`src/rtl/alu_requester_if.sv`:
```
// Bundles the command, ALU and response signals of the ALU requester.
// master is the requester side; slave is the control path plus the ALU.
interface alu_requester_if #(
   parameter int WIDTH = 32
);
   logic             cmd_valid;
   logic             cmd_ready;
   logic [WIDTH-1:0] cmd_a;
   logic [WIDTH-1:0] cmd_b;
   logic [1:0]       cmd_op;

   logic [WIDTH-1:0] alu_a;
   logic [WIDTH-1:0] alu_b;
   logic [1:0]       alu_opcode;
   logic [WIDTH-1:0] alu_result;
   logic             alu_ready;

   logic             rsp_valid;
   logic             rsp_ready;
   logic [WIDTH-1:0] rsp_result;
   logic [1:0]       rsp_op;
   logic [1:0]       rsp_err;

   logic             busy;

   modport master (
      input  cmd_valid, cmd_a, cmd_b, cmd_op, alu_result, alu_ready, rsp_ready,
      output cmd_ready, alu_a, alu_b, alu_opcode, rsp_valid, rsp_result, rsp_op,
             rsp_err, busy
   );

   modport slave (
      output cmd_valid, cmd_a, cmd_b, cmd_op, alu_result, alu_ready, rsp_ready,
      input  cmd_ready, alu_a, alu_b, alu_opcode, rsp_valid, rsp_result, rsp_op,
             rsp_err, busy
   );
endinterface

```
`src/rtl/alu_requester.sv`:
```
// Queues ALU commands and issues them one at a time; returns the result with a
// status code (00 ok, 01 divide-by-zero, 10 timeout) over a valid/ready port.
//
// state  | meaning
// IDLE   | waiting for a queued command; pops the head when one is present
// ISSUE  | operands registered to the ALU, one settle cycle, ready ignored
// WAIT   | waiting for alu_ready, bounded by the timeout down-counter
// RESP   | response held on rsp_* until the consumer accepts it
module alu_requester #(
   parameter int WIDTH   = 32,
   parameter int DEPTH   = 4,
   parameter int TIMEOUT = 16
) (
   input  logic            clk,
   input  logic            rst,
   alu_requester_if.master bus
);
   localparam int PW = $clog2(DEPTH);
   localparam int TW = $clog2(TIMEOUT);

   typedef enum logic [1:0] {S_IDLE, S_ISSUE, S_WAIT, S_RESP} state_t;

   state_t state_q, state_d;

   logic [WIDTH-1:0] mem_a_q  [DEPTH];
   logic [WIDTH-1:0] mem_b_q  [DEPTH];
   logic [1:0]       mem_op_q [DEPTH];
   logic [PW-1:0]    wr_ptr_q, rd_ptr_q;
   logic [PW:0]      count_q;

   logic [WIDTH-1:0] alu_a_q, alu_b_q;
   logic [1:0]       alu_op_q;
   logic [WIDTH-1:0] rsp_result_q;
   logic [1:0]       rsp_op_q, rsp_err_q;
   logic [TW-1:0]    tmr_q;

   logic             full, empty, cmd_ready_w, push, pop;
   logic [WIDTH-1:0] head_a, head_b;
   logic [1:0]       head_op;
   logic             head_dz;

   assign full        = (count_q == (PW+1)'(DEPTH));
   assign empty       = (count_q == '0);
   assign cmd_ready_w = !full && !rst;
   assign push        = bus.cmd_valid && cmd_ready_w;
   assign pop         = (state_q == S_IDLE) && !empty;

   assign head_a  = mem_a_q[rd_ptr_q];
   assign head_b  = mem_b_q[rd_ptr_q];
   assign head_op = mem_op_q[rd_ptr_q];
   assign head_dz = (head_op == 2'b11) && (head_b == '0);

   always_ff @(posedge clk) begin
      if (push) begin
         mem_a_q[wr_ptr_q]  <= bus.cmd_a;
         mem_b_q[wr_ptr_q]  <= bus.cmd_b;
         mem_op_q[wr_ptr_q] <= bus.cmd_op;
      end
   end

   // Power-of-two depth lets the pointers wrap naturally.
   always_ff @(posedge clk) begin
      if (rst) begin
         wr_ptr_q <= '0;
         rd_ptr_q <= '0;
         count_q  <= '0;
      end else begin
         if (push) wr_ptr_q <= wr_ptr_q + 1'b1;
         if (pop)  rd_ptr_q <= rd_ptr_q + 1'b1;
         case ({push, pop})
            2'b10:   count_q <= count_q + 1'b1;
            2'b01:   count_q <= count_q - 1'b1;
            default: count_q <= count_q;
         endcase
      end
   end

   always_ff @(posedge clk) begin
      if (rst) state_q <= S_IDLE;
      else     state_q <= state_d;
   end

   always_comb begin
      state_d = state_q;
      case (state_q)
         S_IDLE:  if (!empty) state_d = head_dz ? S_RESP : S_ISSUE;
         S_ISSUE: state_d = S_WAIT;
         S_WAIT:  if (bus.alu_ready || tmr_q == '0) state_d = S_RESP;
         S_RESP:  if (bus.rsp_ready) state_d = S_IDLE;
         default: state_d = S_IDLE;
      endcase
   end

   // Ready wins over an expiring timer on the same edge.
   always_ff @(posedge clk) begin
      if (rst) begin
         alu_a_q      <= '0;
         alu_b_q      <= '0;
         alu_op_q     <= '0;
         rsp_result_q <= '0;
         rsp_op_q     <= '0;
         rsp_err_q    <= '0;
         tmr_q        <= '0;
      end else begin
         case (state_q)
            S_IDLE: begin
               if (!empty) begin
                  rsp_op_q <= head_op;
                  if (head_dz) begin
                     rsp_result_q <= '0;
                     rsp_err_q    <= 2'b01;
                  end else begin
                     alu_a_q  <= head_a;
                     alu_b_q  <= head_b;
                     alu_op_q <= head_op;
                  end
               end
            end
            S_ISSUE: tmr_q <= TW'(TIMEOUT - 1);
            S_WAIT: begin
               if (bus.alu_ready) begin
                  rsp_result_q <= bus.alu_result;
                  rsp_err_q    <= 2'b00;
               end else if (tmr_q == '0) begin
                  rsp_result_q <= '0;
                  rsp_err_q    <= 2'b10;
               end else begin
                  tmr_q <= tmr_q - 1'b1;
               end
            end
            default: ;
         endcase
      end
   end

   always_comb begin
      bus.cmd_ready  = cmd_ready_w;
      bus.alu_a      = alu_a_q;
      bus.alu_b      = alu_b_q;
      bus.alu_opcode = alu_op_q;
      bus.rsp_valid  = (state_q == S_RESP);
      bus.rsp_result = rsp_result_q;
      bus.rsp_op     = rsp_op_q;
      bus.rsp_err    = rsp_err_q;
      bus.busy       = (state_q != S_IDLE) || !empty;
   end
endmodule

```
`src/flat_wrapper.sv`:
```
// flat-port wrapper written by rule: the top's interface ports become plain ports
module alu_requester_flat 
#(
   parameter int WIDTH   = 32,
   parameter int DEPTH   = 4,
   parameter int TIMEOUT = 16
)
  (clk, rst, bus_cmd_valid, bus_cmd_a, bus_cmd_b, bus_cmd_op, bus_alu_result, bus_alu_ready, bus_rsp_ready, bus_cmd_ready, bus_alu_a, bus_alu_b, bus_alu_opcode, bus_rsp_valid, bus_rsp_result, bus_rsp_op, bus_rsp_err, bus_busy);
  alu_requester_if #(.WIDTH(WIDTH)) bus_i ();
  input  logic clk;
  input  logic rst;
  input wire logic [$bits(bus_i.cmd_valid)-1:0] bus_cmd_valid;
  input wire logic [$bits(bus_i.cmd_a)-1:0] bus_cmd_a;
  input wire logic [$bits(bus_i.cmd_b)-1:0] bus_cmd_b;
  input wire logic [$bits(bus_i.cmd_op)-1:0] bus_cmd_op;
  input wire logic [$bits(bus_i.alu_result)-1:0] bus_alu_result;
  input wire logic [$bits(bus_i.alu_ready)-1:0] bus_alu_ready;
  input wire logic [$bits(bus_i.rsp_ready)-1:0] bus_rsp_ready;
  output wire logic [$bits(bus_i.cmd_ready)-1:0] bus_cmd_ready;
  output wire logic [$bits(bus_i.alu_a)-1:0] bus_alu_a;
  output wire logic [$bits(bus_i.alu_b)-1:0] bus_alu_b;
  output wire logic [$bits(bus_i.alu_opcode)-1:0] bus_alu_opcode;
  output wire logic [$bits(bus_i.rsp_valid)-1:0] bus_rsp_valid;
  output wire logic [$bits(bus_i.rsp_result)-1:0] bus_rsp_result;
  output wire logic [$bits(bus_i.rsp_op)-1:0] bus_rsp_op;
  output wire logic [$bits(bus_i.rsp_err)-1:0] bus_rsp_err;
  output wire logic [$bits(bus_i.busy)-1:0] bus_busy;
  assign bus_i.cmd_valid = bus_cmd_valid;
  assign bus_i.cmd_a = bus_cmd_a;
  assign bus_i.cmd_b = bus_cmd_b;
  assign bus_i.cmd_op = bus_cmd_op;
  assign bus_i.alu_result = bus_alu_result;
  assign bus_i.alu_ready = bus_alu_ready;
  assign bus_i.rsp_ready = bus_rsp_ready;
  assign bus_cmd_ready = bus_i.cmd_ready;
  assign bus_alu_a = bus_i.alu_a;
  assign bus_alu_b = bus_i.alu_b;
  assign bus_alu_opcode = bus_i.alu_opcode;
  assign bus_rsp_valid = bus_i.rsp_valid;
  assign bus_rsp_result = bus_i.rsp_result;
  assign bus_rsp_op = bus_i.rsp_op;
  assign bus_rsp_err = bus_i.rsp_err;
  assign bus_busy = bus_i.busy;
  alu_requester #(.WIDTH(WIDTH), .DEPTH(DEPTH), .TIMEOUT(TIMEOUT)) u_core (.clk(clk), .rst(rst), .bus(bus_i));
endmodule
```
`config.mk`:
```
export PLATFORM = sky130hd
export DESIGN_NAME = alu_requester_flat
export DESIGN_NICKNAME = d
export VERILOG_FILES = /design/src/rtl/alu_requester_if.sv /design/src/rtl/alu_requester.sv /design/src/flat_wrapper.sv
export SDC_FILE = /design/constraint.sdc
export NUM_CORES = 1
export LEC_CHECK = 0
export BUFFER_PORTS_ARGS = -buffer_cell sky130_fd_sc_hd__buf_2
export CORE_MARGIN = 2
export CORE_UTILIZATION = 45
export CTS_CLUSTER_DIAMETER = 200
export CTS_CLUSTER_SIZE = 24
export DETAILED_ROUTE_END_ITERATION = 10
export PLACE_DENSITY_LB_ADDON = 0.15
export SYNTH_ARGS = -nofsm -noshare
export SYNTH_HDL_FRONTEND = slang
export SYNTH_SLANG_ARGS = --single-unit
```
`constraint.sdc`:
```
create_clock -name clk -period 4.65 [get_ports clk]
set_input_delay 0.6975 -clock clk [delete_from_list [all_inputs] [get_ports clk]]
set_output_delay 0.6975 -clock clk [all_outputs]
set_load 0.01 [all_outputs]
```
## Word-level counts from Yosys, hierarchy flattened

Memories as Yosys holds them, arrays and structs flattened. A register that Yosys moved wholly into a read port is not among the register bits.
Cells that the tools add are included.

| word-level totals | value |
|---|---|
| flip-flop bits (word level) | 83 |
| bits in writable memories | 264 |
| input bits | 103 |
| word-level logic and storage cells | 81 |
| memories kept | 3 |

Memory list:

| name | words | width | read ports | clocked after Yosys merged registers in | wr ports | line | RTL |
|---|---|---|---|---|---|---|---|
| u_core.mem_a_q | 4 | 32 | 1 | 1 | 1 | alu_requester.sv:25 | `logic [WIDTH-1:0] mem_a_q [DEPTH];` |
| u_core.mem_b_q | 4 | 32 | 1 | 1 | 1 | alu_requester.sv:26 | `logic [WIDTH-1:0] mem_b_q [DEPTH];` |
| u_core.mem_op_q | 4 | 2 | 1 | 1 | 1 | alu_requester.sv:27 | `logic [1:0] mem_op_q [DEPTH];` |

| operators by class | value |
|---|---|
| add/sub/neg operators | 5 |
| equal/unequal tests | 14 |
| muxes and demuxes | 25 |
| bitwise operators | 2 |
| reduce and logical (&&, ||, !) cells | 22 |

Operators with widths:

| cell | count |
|---|---|
| two-way mux 32 bit | 4 |
| case mux 32 bit (2 select lines) | 1 |
| zero test 32 bit | 1 |
| two-way mux 2 bit | 12 |
| AND reduction 3 bit | 3 |
| == test 2 bit (second input constant) | 4 |
| two-way mux 4 bit | 2 |
| inequality test 2 bit (second input constant) | 4 |
| case mux 2 bit (4 select lines) | 1 |
| case mux 4 bit (2 select lines) | 1 |
| nonzero test 2 bit | 4 |
| case mux 3 bit (2 select lines) | 1 |
| adder 2 x 1 -> 2 bit (second input constant) | 2 |
| == test 2 x 1 -> 1 bit (second input constant) | 2 |
| logical AND 1 bit | 4 |
| zero test 4 bit | 1 |
| inequality test 2 x 1 -> 1 bit (second input constant) | 2 |
| case mux 2 bit (2 select lines) | 1 |
| AND reduction 4 bit | 1 |
| subtractor 4 x 1 -> 4 bit (second input constant) | 1 |
| adder 3 x 1 -> 3 bit (second input constant) | 1 |
| == test 3 bit (second input constant) | 1 |
| zero test 1 bit | 3 |
| zero test 3 bit | 1 |
| 7 further kinds | 10 |

## Depth between registers and ports, before layout

| depth | value |
|---|---|
| depth in word-level cells | 6 |
| mapped depth | 12 |
| mapped depth without buffers | 10 |

## Least setup slack after synthesis

No wires, ideal clock.

| path | value |
|---|---|
| path type | input to register |
| start | input rst |
| end | memory u_core.mem_a_q[0][0], enable pin |
| library setup time | 432 ps |
| arrival time | 2,948 ps |
| required time | 4,218 ps |
| setup slack | 1,270 ps |
| stages | 3 |
| buffers on the path | 1 |
| cell sequence | clkbuf_1 a31oi_1 and3_1 |

| between the ends | value |
|---|---|
| word-level cells in the longest chain between the ends | 5 |

RTL lines:

| element | line | RTL |
|---|---|---|
| start, declared | flat_wrapper.sv:11 | `input logic rst;` |
| zero test 1 bit | alu_requester.sv:44 | `assign cmd_ready_w = !full && !rst;` |
| logical AND 1 bit | alu_requester.sv:44 |  |
| net bus_cmd_ready | flat_wrapper.sv:19 | `output wire logic [$bits(bus_i.cmd_ready)-1:0] bus_cmd_ready;` |
| logical AND 1 bit | alu_requester.sv:45 | `assign push = bus.cmd_valid && cmd_ready_w;` |
| two-way mux 1 bit | alu_requester.sv:54 | `if (push) begin` |
| two-way mux 1 bit (not written as such) | alu_requester.sv:55 | `mem_a_q[wr_ptr_q] <= bus.cmd_a;` |
| end, declared | alu_requester.sv:25 |  |

The timed path passes the listed nets, and every way through them passes these cells.

==> reports/qor.csv <==
stage,metric,value,unit
run_status,run status,"finished, final reports clean",
sta,final worst-path cycle share,0.780,
sta,pin slew with the least headroom to its limit,1.11,ns
die,Die Width,182,um
global_route,All-Layer GR Usage,0.193,
critical_path,CP required,5.11,ns
sta,fmax,276,MHz
clocking,Post-CTS Setup Inserts,0,
global_route,vias in the first global route,8231,
critical_path,Startpoint Class,flop,
routing,vias per cell,5.45,
finish,fin cells,1517,
finish,Register Area,10300,sq um
clocking,clock transition at the registers of the reported paths,0.11,ns
critical_path,RR Endpoint,u_core.bus.rsp_err[1],
sta,Slew Limit Fails,0,
clocking,CTS buffer count,19,
finish,Area growth syn-to-layout,14.3,%
finish,layout cells sized above 1,0.295,
power_and_ir_drop,sequential power share,0.515,
synth,Post-Synthesis Cells,916,
synth,Post-Syn Nets,1031,
clocking,Sinks on Clock Net,381,
finish,most frequent cells in the layout,"edfxtp_1, buf_2, dfxtp_1",
clocking,H-tree levels,1,
power_and_ir_drop,Clock Power Share,0.218,
power_and_ir_drop,PwrDens,507,nW/um^2
global_route,first-pass GRT wire length,49500,um
sta,Final setup violation count,0,
power_and_ir_drop,Logic pwr share,0.267,
routing,drt wl/cell,21.4,um
worst_hold_path,hold depth,1,
sta,setup_tns,0,ns
power_and_ir_drop,"IR drop worst, VDD",306,uV
placed_design,DPL Wire Length,20500,um
sta,final-report hold violation count,0,
power_and_ir_drop,P_int,5740,uW
critical_path,R2R setup slack,1.03,ns
clocking,CTS resizes,0,
critical_path,Register-to-Register Path Depth,8,
critical_path,crit-path max FO,24,
synth,"Distinct cells, synth",40,
placed_design,Port-buffer cells,207,
sta,Worst Clk Skew,0.0229,ns
synth,yosys synthesis warning count,0,
critical_path,Arrival @ worst endpoint,4.08,ns
clocking,CTS root buf,clkbuf_16,
clocking,cts hold-fix bufs,0,
placed_design,routability cong.,0.748,
power_and_ir_drop,Static Leakage,0.00586,uW
finish,final core occ,0.521,
finish,Final nets,1216,
critical_path,Critical Path End,u_core.bus.rsp_err[1],
routing,Starting DRT DRC Count,600,
routing,Pre-antenna DRT Iters,4,
worst_hold_path,Hold/Removal Path Class,in2reg,
finish,"most common cell after layout, fill and taps aside",edfxtp_1,
die,die area,33200,sq um
routing,Routed WL,32400,um
critical_path,Worst Setup Path Type,reg2reg,
global_route,largest net degree at the start of global routing,71,
clocking,clk buf depth,3,
die,die height,182,um
die,Row Count,65,
clocking,CTS tree,yes,
sta,post-layout min period,3.62,ns
placed_design,cell total after placement,1482,
die,io pins,208,
finish,Filler Cell Count,2713,
sta,unrepaired setup endpoints after global routing,no,
finish,area of the multi-input gates,3720,sq um
synth,average size of a mapped cell,15.6,sq um
synth,"Seq/Total Area, Yosys",0.718,
routing,Detail Route Antenna Nets,0,
die,initial core utilization,0.456,
routing,# DRC,0,
synth,number of synthesized register bits,381,
critical_path,CP Capture Type,flop,
clocking,Clock Latency Late Sink,0.53,ns
routing,via count,8275,
sta,Hold WS,0.384,ns
synth,Synth Cell Area,14300,sq um
job,max_cap viols,0,
global_route,initial antenna violation count,4,
power_and_ir_drop,switching part of the total,0.307,
global_route,total gr overflow,0,
die,core area,31400,sq um
sta,relative slew slack,0.259,
power_and_ir_drop,switching pwr,2550,uW
per-layer routing:
metal | part of all wire | vias to the layer above | wire length, um | global-route usage
met2 | 0.48 | 225 | 15600 | 0.324
li1 | - | 3851 | - | -
met1 | 0.44 | 4163 | 14400 | 0.269
met5 | 0.00074 | - | 24 | 0
met3 | 0.055 | 32 | 1790 | 0.0303
met4 | 0.018 | 4 | 568 | 0.0426
worst min path at each step:
stage / slack (ns) / end / from
finish: 0.38 / u_core.mem_a_q[2][20] / bus_cmd_a[20]
global route: 0.37 / u_core.mem_a_q[2][20] / bus_cmd_a[20]
CTS: 0.36 / u_core.mem_a_q[1][20] / bus_cmd_a[20]
detailed placement: 0.45 / u_core.bus.rsp_op[0] / u_core.bus.rsp_op[0]
global placement: 0.44 / u_core.bus.rsp_result[4] / u_core.bus.rsp_result[4]
floorplan: 0.47 / u_core.count_q[2] / u_core.count_q[2]
area by class of cell:
type                    instances  area share
clock inverters                 1    0.000306
multi-input cells             457       0.228
clock buffers                  32      0.0321
repair buffers                229      0.0780
inverters                      13     0.00298
flip-flops and latches        381       0.628
diodes                          2    0.000306
well taps                     402      0.0308
state kept, by name, indices dropped and copies added, names as in the netlist, 3 cells and up, named ones only:
signal / cells
u_core.bus.alu_a: 32
u_core.bus.alu_b: 32
u_core.bus.rsp_result: 32
u_core.count_q: 3
u_core.mem_a_q: 128
u_core.mem_b_q: 128
u_core.mem_op_q: 8
u_core.tmr_q: 4
cells by family after synthesis:
| kind of cell | count (synthesis) | synth area share |
|---|---|---|
| muxes | 99 | 0.127 |
| DFF | 381 | 0.718 |
| buffers and inverters | 78 | 0.0241 |
| AOI/OAI and AO/OA | 159 | 0.0580 |
| and+or+nand+nor | 181 | 0.0585 |
| adders and majority gates | 12 | 0.0110 |
| xor gates and xnor gates | 6 | 0.00367 |
cell usage after synthesis (all sizes together):
| master | n | area share |
|---|---|---|
| xor2 | 4 | 0.0024 |
| fa | 1 | 0.0014 |
| and3 | 6 | 0.0026 |
| a21boi | 1 | 0.00052 |
| o21ai | 69 | 0.024 |
| nor4b | 1 | 0.00061 |
| a21o | 1 | 0.00052 |
| xnor2 | 2 | 0.0012 |
| a21oi | 78 | 0.027 |
| clkbuf | 39 | 0.010 |
| nor2 | 14 | 0.0037 |
| a211oi | 3 | 0.0016 |
| nand2 | 74 | 0.019 |
| a32o | 1 | 0.00070 |
| o31ai | 1 | 0.00052 |
| mux4 | 66 | 0.10 |
| or3 | 3 | 0.0013 |
| nor3 | 3 | 0.0010 |
| nor4 | 8 | 0.0039 |
| mux2i | 33 | 0.023 |
| nand4 | 1 | 0.00044 |
| nand2b | 3 | 0.0013 |
| ha | 11 | 0.0096 |
| nand3b | 1 | 0.00052 |
| a31oi | 2 | 0.00087 |
| edfxtp | 264 | 0.55 |
| o21ba | 1 | 0.00070 |
| buf | 26 | 0.010 |
| nand3 | 66 | 0.023 |
| o21a | 1 | 0.00052 |
| inv | 13 | 0.0034 |
| nor3b | 1 | 0.00052 |
| a31o | 1 | 0.00061 |
| dfxtp | 117 | 0.16 |
critical path, cell delays in order, from the launching register on:
cell and delay [ns]:
dfxtp_2 0.57, buf_12 0.27, mux4_2 0.55, nor4_1 0.44
nand3_1 0.28, or3_2 0.77, buf_4 0.33, a21oi_1 0.19
a32o_1 0.14
stage by stage:
step	instance area (sq um)	power, uW	setup WS (ns)
detailed placement	15800	6600	1.00
floorplan	14300	5790	1.27
finish	16400	8290	1.03
CTS	16400	8390	0.958
global route	16400	8720	0.820
global placement	15800	6580	1.03
power groups by stage:
stage,combinational (uW),clock [uW],sequential [uW]
3_3_place_gp,2230,0,4340
5_1_grt,2420,1970,4320
4_1_cts,2250,1860,4280
6_report,2220,1800,4270
2_1_floorplan,1440,0,4350
3_5_place_dp,2250,0,4360
(Power assumes the default switching activity.)
